**src/rtl/hit_score_counter_if.sv**
```systemverilog
// hit_score_counter_if: control, hit inputs and score/display outputs of the score counter
interface hit_score_counter_if #(
    parameter int N_CH    = 3,
    parameter int SCORE_W = 8
);
    logic               enable;
    logic               clear;
    logic [N_CH-1:0]    hit_in;
    logic [SCORE_W-1:0] score;
    logic [3:0]         score_ones;
    logic [3:0]         score_tens;
    logic               sample_tick;
    logic               hit_pulse;
    logic               game_over;

    modport master (
        output enable, clear, hit_in,
        input  score, score_ones, score_tens, sample_tick, hit_pulse, game_over
    );

    modport slave (
        input  enable, clear, hit_in,
        output score, score_ones, score_tens, sample_tick, hit_pulse, game_over
    );
endinterface

```
**src/rtl/hit_score_counter.sv**
```systemverilog
// hit_score_counter: tick-sampled multi-channel hit scorer with saturating BCD score and game-over
module hit_score_counter #(
    parameter int N_CH       = 3,
    parameter int SAMPLE_DIV = 2000000,
    parameter int SCORE_W    = 8,
    parameter int MAX_SCORE  = 99,
    parameter int COUNT_MODE = 0,
    parameter int EDGE_MODE  = 1
) (
    input logic               clock,
    input logic               reset,
    hit_score_counter_if.slave bus
);
    localparam int SW = SCORE_W + 4;
    localparam int CW = $clog2(SAMPLE_DIV);

    typedef enum logic {RUN, DONE} state_t;

    state_t             state_q, state_d;
    logic [N_CH-1:0]    hit_m_q, hit_s_q, prev_q, prev_d, hits;
    logic [CW-1:0]      samp_q, samp_d;
    logic [SCORE_W-1:0] score_q, score_d;
    logic [3:0]         ones_q, ones_d, tens_q, tens_d, tens;
    logic               tick_q, tick_d, pulse_q, pulse_d, tick;
    logic [SW-1:0]      pop, inc, sum, sat;

    assign tick = samp_q == CW'(SAMPLE_DIV - 1) && bus.enable && state_q == RUN;
    assign hits = EDGE_MODE != 0 ? hit_s_q & ~prev_q : hit_s_q;
    assign inc  = COUNT_MODE != 0 ? pop : SW'(|hits);
    assign sum  = SW'(score_q) + inc;
    assign sat  = sum >= SW'(MAX_SCORE) ? SW'(MAX_SCORE) : sum;
    // sat never exceeds 99, where x*205>>11 equals x/10
    assign tens = 4'((16'(sat) * 16'd205) >> 11);

    always_comb begin
        pop = '0;
        for (int i = 0; i < N_CH; i++)
            pop = pop + SW'(hits[i]);
    end

    always_comb begin
        state_d = state_q;
        samp_d  = samp_q;
        prev_d  = prev_q;
        score_d = score_q;
        ones_d  = ones_q;
        tens_d  = tens_q;
        tick_d  = 1'b0;
        pulse_d = 1'b0;
        if (bus.clear) begin
            state_d = RUN;
            samp_d  = '0;
            prev_d  = '0;
            score_d = '0;
            ones_d  = '0;
            tens_d  = '0;
        end else if (state_q == RUN && bus.enable) begin
            samp_d = tick ? '0 : samp_q + CW'(1);
            if (tick) begin
                prev_d  = hit_s_q;
                score_d = SCORE_W'(sat);
                tens_d  = tens;
                ones_d  = 4'(16'(sat) - 16'(tens) * 16'd10);
                tick_d  = 1'b1;
                pulse_d = inc != '0;
                state_d = sat == SW'(MAX_SCORE) ? DONE : RUN;
            end
        end
    end

    always_ff @(posedge clock) begin
        if (reset) begin
            state_q <= RUN;
            hit_m_q <= '0;
            hit_s_q <= '0;
            samp_q  <= '0;
            prev_q  <= '0;
            score_q <= '0;
            ones_q  <= '0;
            tens_q  <= '0;
            tick_q  <= 1'b0;
            pulse_q <= 1'b0;
        end else begin
            state_q <= state_d;
            hit_m_q <= bus.hit_in;
            hit_s_q <= hit_m_q;
            samp_q  <= samp_d;
            prev_q  <= prev_d;
            score_q <= score_d;
            ones_q  <= ones_d;
            tens_q  <= tens_d;
            tick_q  <= tick_d;
            pulse_q <= pulse_d;
        end
    end

    assign bus.score       = score_q;
    assign bus.score_ones  = ones_q;
    assign bus.score_tens  = tens_q;
    assign bus.sample_tick = tick_q;
    assign bus.hit_pulse   = pulse_q;
    assign bus.game_over   = state_q == DONE;
endmodule

```
**src/flat_wrapper.sv**
```systemverilog
// flat-port wrapper written by rule: the top's interface ports become plain ports
module hit_score_counter_flat 
#(
    parameter int N_CH       = 3,
    parameter int SAMPLE_DIV = 2000000,
    parameter int SCORE_W    = 8,
    parameter int MAX_SCORE  = 99,
    parameter int COUNT_MODE = 0,
    parameter int EDGE_MODE  = 1
)
  (clock, reset, bus_enable, bus_clear, bus_hit_in, bus_score, bus_score_ones, bus_score_tens, bus_sample_tick, bus_hit_pulse, bus_game_over);
  hit_score_counter_if #(.N_CH(N_CH), .SCORE_W(SCORE_W)) bus_i ();
  input logic clock;
  input logic reset;
  input wire logic [$bits(bus_i.enable)-1:0] bus_enable;
  input wire logic [$bits(bus_i.clear)-1:0] bus_clear;
  input wire logic [$bits(bus_i.hit_in)-1:0] bus_hit_in;
  output wire logic [$bits(bus_i.score)-1:0] bus_score;
  output wire logic [$bits(bus_i.score_ones)-1:0] bus_score_ones;
  output wire logic [$bits(bus_i.score_tens)-1:0] bus_score_tens;
  output wire logic [$bits(bus_i.sample_tick)-1:0] bus_sample_tick;
  output wire logic [$bits(bus_i.hit_pulse)-1:0] bus_hit_pulse;
  output wire logic [$bits(bus_i.game_over)-1:0] bus_game_over;
  assign bus_i.enable = bus_enable;
  assign bus_i.clear = bus_clear;
  assign bus_i.hit_in = bus_hit_in;
  assign bus_score = bus_i.score;
  assign bus_score_ones = bus_i.score_ones;
  assign bus_score_tens = bus_i.score_tens;
  assign bus_sample_tick = bus_i.sample_tick;
  assign bus_hit_pulse = bus_i.hit_pulse;
  assign bus_game_over = bus_i.game_over;
  hit_score_counter #(.N_CH(N_CH), .SAMPLE_DIV(SAMPLE_DIV), .SCORE_W(SCORE_W), .MAX_SCORE(MAX_SCORE), .COUNT_MODE(COUNT_MODE), .EDGE_MODE(EDGE_MODE)) u_core (.clock(clock), .reset(reset), .bus(bus_i));
endmodule
```
**config.mk**
```make
export PLATFORM = sky130hd
export DESIGN_NAME = hit_score_counter_flat
export DESIGN_NICKNAME = d
export VERILOG_FILES = /design/src/rtl/hit_score_counter_if.sv /design/src/rtl/hit_score_counter.sv /design/src/flat_wrapper.sv
export SDC_FILE = /design/constraint.sdc
export NUM_CORES = 1
export LEC_CHECK = 0
export CORE_MARGIN = 4
export CORE_UTILIZATION = 60
export DETAILED_ROUTE_END_ITERATION = 8
export MAX_ROUTING_LAYER = met4
export PLACE_DENSITY = 0.91
export SYNTH_ARGS = -nofsm -noshare
export SYNTH_HDL_FRONTEND = slang
export SYNTH_SLANG_ARGS = --single-unit
```
**constraint.sdc**
```tcl
create_clock -name clock -period 8.7 [get_ports clock]
set_input_delay 1.74 -clock clock [delete_from_list [all_inputs] [get_ports clock]]
set_output_delay 1.74 -clock clock [all_outputs]
set_load 0.01 [all_outputs]
```
==> impl_summary.md <==
Outcome
The run finished with clean final reports.

Global route
The initial antenna violation count is 0. Entering global routing, the biggest net connects 22 pins. The first-pass GRT wire length is 14000 um.

Global routing consumed, over all layers together, 24.1% of the routing resources. The via count of the first global-routing pass is 3049. The total congestion overflow after global routing is 0.

Die
The area of the die is 7410 um2. 26 I/O pins were placed. The effective utilization at floorplan is 61.8%.

The overall die width is 86.1 um. The floorplan step set the die height to between 80 and 90 um. In this run the core area contains 28 standard-cell rows. After floorplanning, the core was sized to cover 5920 um2.

Route
The mean number of vias per cell is 5.79. For this block, the routed nets add up to around 8200 um of wire. The wire length per cell is 15.0 um. The first detailed-routing pass ran for 5 iterations. The residual DRC count is 0. The detailed router finished its first iteration with 175 violations.

The routed layout has 3161 vias. The count of nets left with antenna violations once routing finished came out at 0.

Synth
The cell area that synthesis handed to floorplanning was between 3000 and 4000 um2. For this run, the number of Yosys warnings is 0. By count the netlist is led by sky130_fd_sc_hd__nor2_1 (53), sky130_fd_sc_hd__dfxtp_1 (48), sky130_fd_sc_hd__inv_1 (47), sky130_fd_sc_hd__nand2_1 (43), sky130_fd_sc_hd__ha_1 (42). The share of synthesized flip-flops with an asynchronous set or reset is 0%.

Of all cell types, the one taking the most synthesized area is sky130_fd_sc_hd__dfxtp_1. Summed over its instances, the top area cell type makes up 26.3% of the synthesized netlist area. Multiplexer cells account for less than 1% of the synthesized area.

The number of distinct library cells after synthesis is 50. The dominant combinational cell family by area after synthesis is simple AND/OR/NAND/NOR gates. Of the total synthesized cell area, the portion taken by AND, OR, NAND and NOR gates is 23.7%. The synthesized instance count is 452. In the post-synthesis netlist, the cell with the most instances is sky130_fd_sc_hd__nor2_1. The post-synthesis adder-cell area fraction is 21.5%.

The share of the synthesized netlist area taken by xor and xnor gates is 8.96%. The average cell area after synthesis is 8.09 um2. The flip-flop cell with the highest count after synthesis is sky130_fd_sc_hd__dfxtp_1. After synthesis, the cell types taking the most area are sky130_fd_sc_hd__dfxtp_1 (26%), sky130_fd_sc_hd__ha_1 (14%), sky130_fd_sc_hd__fa_1 (7.1%). The synthesized design contains 0 enable-type register cells. The number of synthesized register bits is 48. The sequential share of the synthesized area is 26.3%.

The synthesized netlist devotes 11.7% of its cell area to compound gates.

Worst setup path
The capturing point of the worst reg2reg path is u_core.bus.score_ones[3]. The setup check on the worst reg-to-reg path leaves a slack of 0.61 ns. The worst setup path is captured at a flip-flop. The startpoint identified for the worst register-to-register timing path is u_core.hit_s_q[1].

STA classifies the critical path startpoint as a flip-flop. By instance count, the cell type seen most on the critical path is sky130_fd_sc_hd__ha_1. The kind of critical path is flip-flop to flip-flop. For the worst setup path, the data arrival time is about 8.3 ns.

Data on the critical path is required at its endpoint by roughly 9 ns. Together, buffers and inverters on the worst path number 3. The length in cells of the worst reg-to-reg path is 26. The dominant delay contributor by cell family on the critical path is adder cells. The stage delay of the slowest cell on the critical path is 0.96 ns. The largest fanout on the critical path is 15. The slowest stage of the critical path is the sky130_fd_sc_hd__a21boi_0 cell.

CTS
The longest clock path from root to sink contains 2 buffers. The H-tree generated during clock tree synthesis spans 2 levels. For the worst-skew pair, the clock arrives at the later sink with an insertion delay of 0.30 ns.

Hold repair after CTS inserted 0 buffers. Once the clock tree was built, the resizer swapped 0 gates to a different size. The root buffer cell chosen for the clock tree is sky130_fd_sc_hd__clkbuf_8. The TritonCTS clock tree is built. For this design, the sink count on the clock tree is 48. The number of buffers added by the clock tree synthesis step is 5. Post-CTS timing repair inserted 0 buffers for setup. The clock-pin slew on the worst setup and hold paths is 0.08 ns.

Power
In this run the power density over the cells is 95.8 nW/um2. Across the VDD grid, the largest voltage drop is 0.122 mV. The leakage power is 1.72 nW. The total power of the final layout is ~0.00039 W.

Min path
The start point of the worst min-delay path is u_core.hit_m_q[0]. The endpoint with the worst hold slack is u_core.hit_s_q[0]. The cell count of the worst hold path is 1.

The class of the tightest hold or removal check is flip-flop to flip-flop.

Finish
After the flow finishes, the layout carries non-filler instances totaling 546. In the final layout, the share of cells above drive strength 1 is 3.61%. In the final design database the tool counted 533 nets. The repair_antennas step left the layout with diodes totalling 0. The finished cells cover 4020 um2. From synthesis to final layout, the design area changed by 9.99%.

STA
Adding up every negative setup slack in the final design gives 0 ns. Across the routed clock network, the largest skew measured is 0.00637 ns. The minimum period implied by the final worst setup slack is about 8 ns. For this run, the top clock speed supported by timing is 124 MHz. The max-slew violation count is 0.

Setup repair after global routing left no endpoint under its margin. The number of hold violations in the final report is 0. The actual slew at the worst max-slew pin is 1.14 ns. Setup violations remaining at the end of the flow were counted as 0. In the finished design, the share of the clock period the worst path needs comes to 93.0%.

Across all setup checks in the final design, the least slack found is between 0.6 and 0.7 ns. The worst pin sits at a relative slew slack of between 20% and 30%.

Placed design
The quantity of I/O buffers inserted on ports is 25. The total placed instance area is 3950 um2. The worst slack at placement is 0.760 ns.

The final weighted congestion of routability-driven global placement is 0.883. The half-perimeter wire length after detailed placement is about 6400 um. The number of placed instances, taps included, is 539.

Flow run
Across the run, the number of max-cap violations was 0.
==> state kept, by name, summed over array words and instances (netlist names) <==
signal / cells
u_core.bus.hit_pulse: 1
u_core.bus.score_ones: 4
u_core.prev_q: 3
u_core.bus.score: 7
u_core.hit_m_q: 3
u_core.samp_q: 21
u_core.bus.sample_tick: 1
u_core.bus.game_over: 1
u_core.hit_s_q: 3
u_core.bus.score_tens: 4
==> placed cells by master (no fill, tap or decap), drive strengths merged, types with 5 or more instances in the layout <==
| cell | instances |
|---|---|
| o21ai | 10 |
| xor2 | 16 |
| nor2 | 53 |
| clkbuf | 6 |
| or2 | 5 |
| and4 | 7 |
| xnor2 | 18 |
| conb | 7 |
| a21oi | 28 |
| inv | 47 |
| nor3 | 6 |
| nand2 | 43 |
| nor2b | 9 |
| fa | 13 |
| dfxtp | 48 |
| clkdlybuf4s50 | 25 |
| a31oi | 5 |
| a21o | 6 |
| nand3 | 16 |
| ha | 42 |
| nand4 | 11 |
==> per-stage QoR <==
stage | util, % | hold slack (ns)
after global routing | 67.9 | 0.473
after CTS | 67.9 | 0.442
after floorplan | - | 0.414
after detailed placement | 66.6 | 0.426
final | 67.9 | 0.442
after global placement | 66.6 | 0.419
==> cell type report <==
| class | instances | area [um2] |
|---|---|---|
| clock buffers | 6 | 72.6 |
| clock inverters | 1 | 5.00 |
| fillers | 453 | 1900 |
| inverters | 47 | 176 |
| multi-input cells | 343 | 2460 |
| flip-flops and latches | 48 | 961 |
| well taps | 75 | 93.8 |
| repair buffers | 26 | 258 |
==> routing by layer <==
metal	global-route usage (%)	routed length (um)	up-vias
met1	31.2	3700	1476
met5	-	0	-
met3	4.71	490	12
li1	-	-	1553
met2	39.1	3870	120
met4	5.61	127	0
==> power by group <==
group | internal [W] | leakage (nW) | total, W | switching, W
combinational | 0.0000192 | 1.29 | 0.0000422 | 0.0000230
clock | 0.0000546 | 0.0410 | 0.000121 | 0.0000669
sequential | 0.000221 | 0.388 | 0.000222 | 0.000000788
==> how the worst max path moves through the flow <==
stage,startpoint,to,slack (ns),depth (start not counted)
4_1_cts,u_core.hit_s_q[1],u_core.bus.score_ones[3],0.72,26
5_1_grt,u_core.hit_s_q[1],u_core.bus.score_ones[3],0.14,26
6_report,u_core.hit_s_q[1],u_core.bus.score_ones[3],0.61,26
3_3_place_gp,u_core.hit_s_q[1],u_core.bus.score_ones[3],1.15,26
3_5_place_dp,u_core.hit_s_q[1],u_core.bus.score_ones[3],0.76,26
2_1_floorplan,u_core.hit_s_q[1],u_core.bus.score_ones[3],2.07,28
==> cells by family (layout without fill, tap and decap cells) <==
kind of cell	count (synthesis)	after routing
mux	2	2
compound gates	69	69
flops	48	48
simple gates	175	175
xor+xnor	35	35
other cells	2	7
fa+ha+maj	55	55
buf+inv	66	80
(Power assumes the default switching activity.)
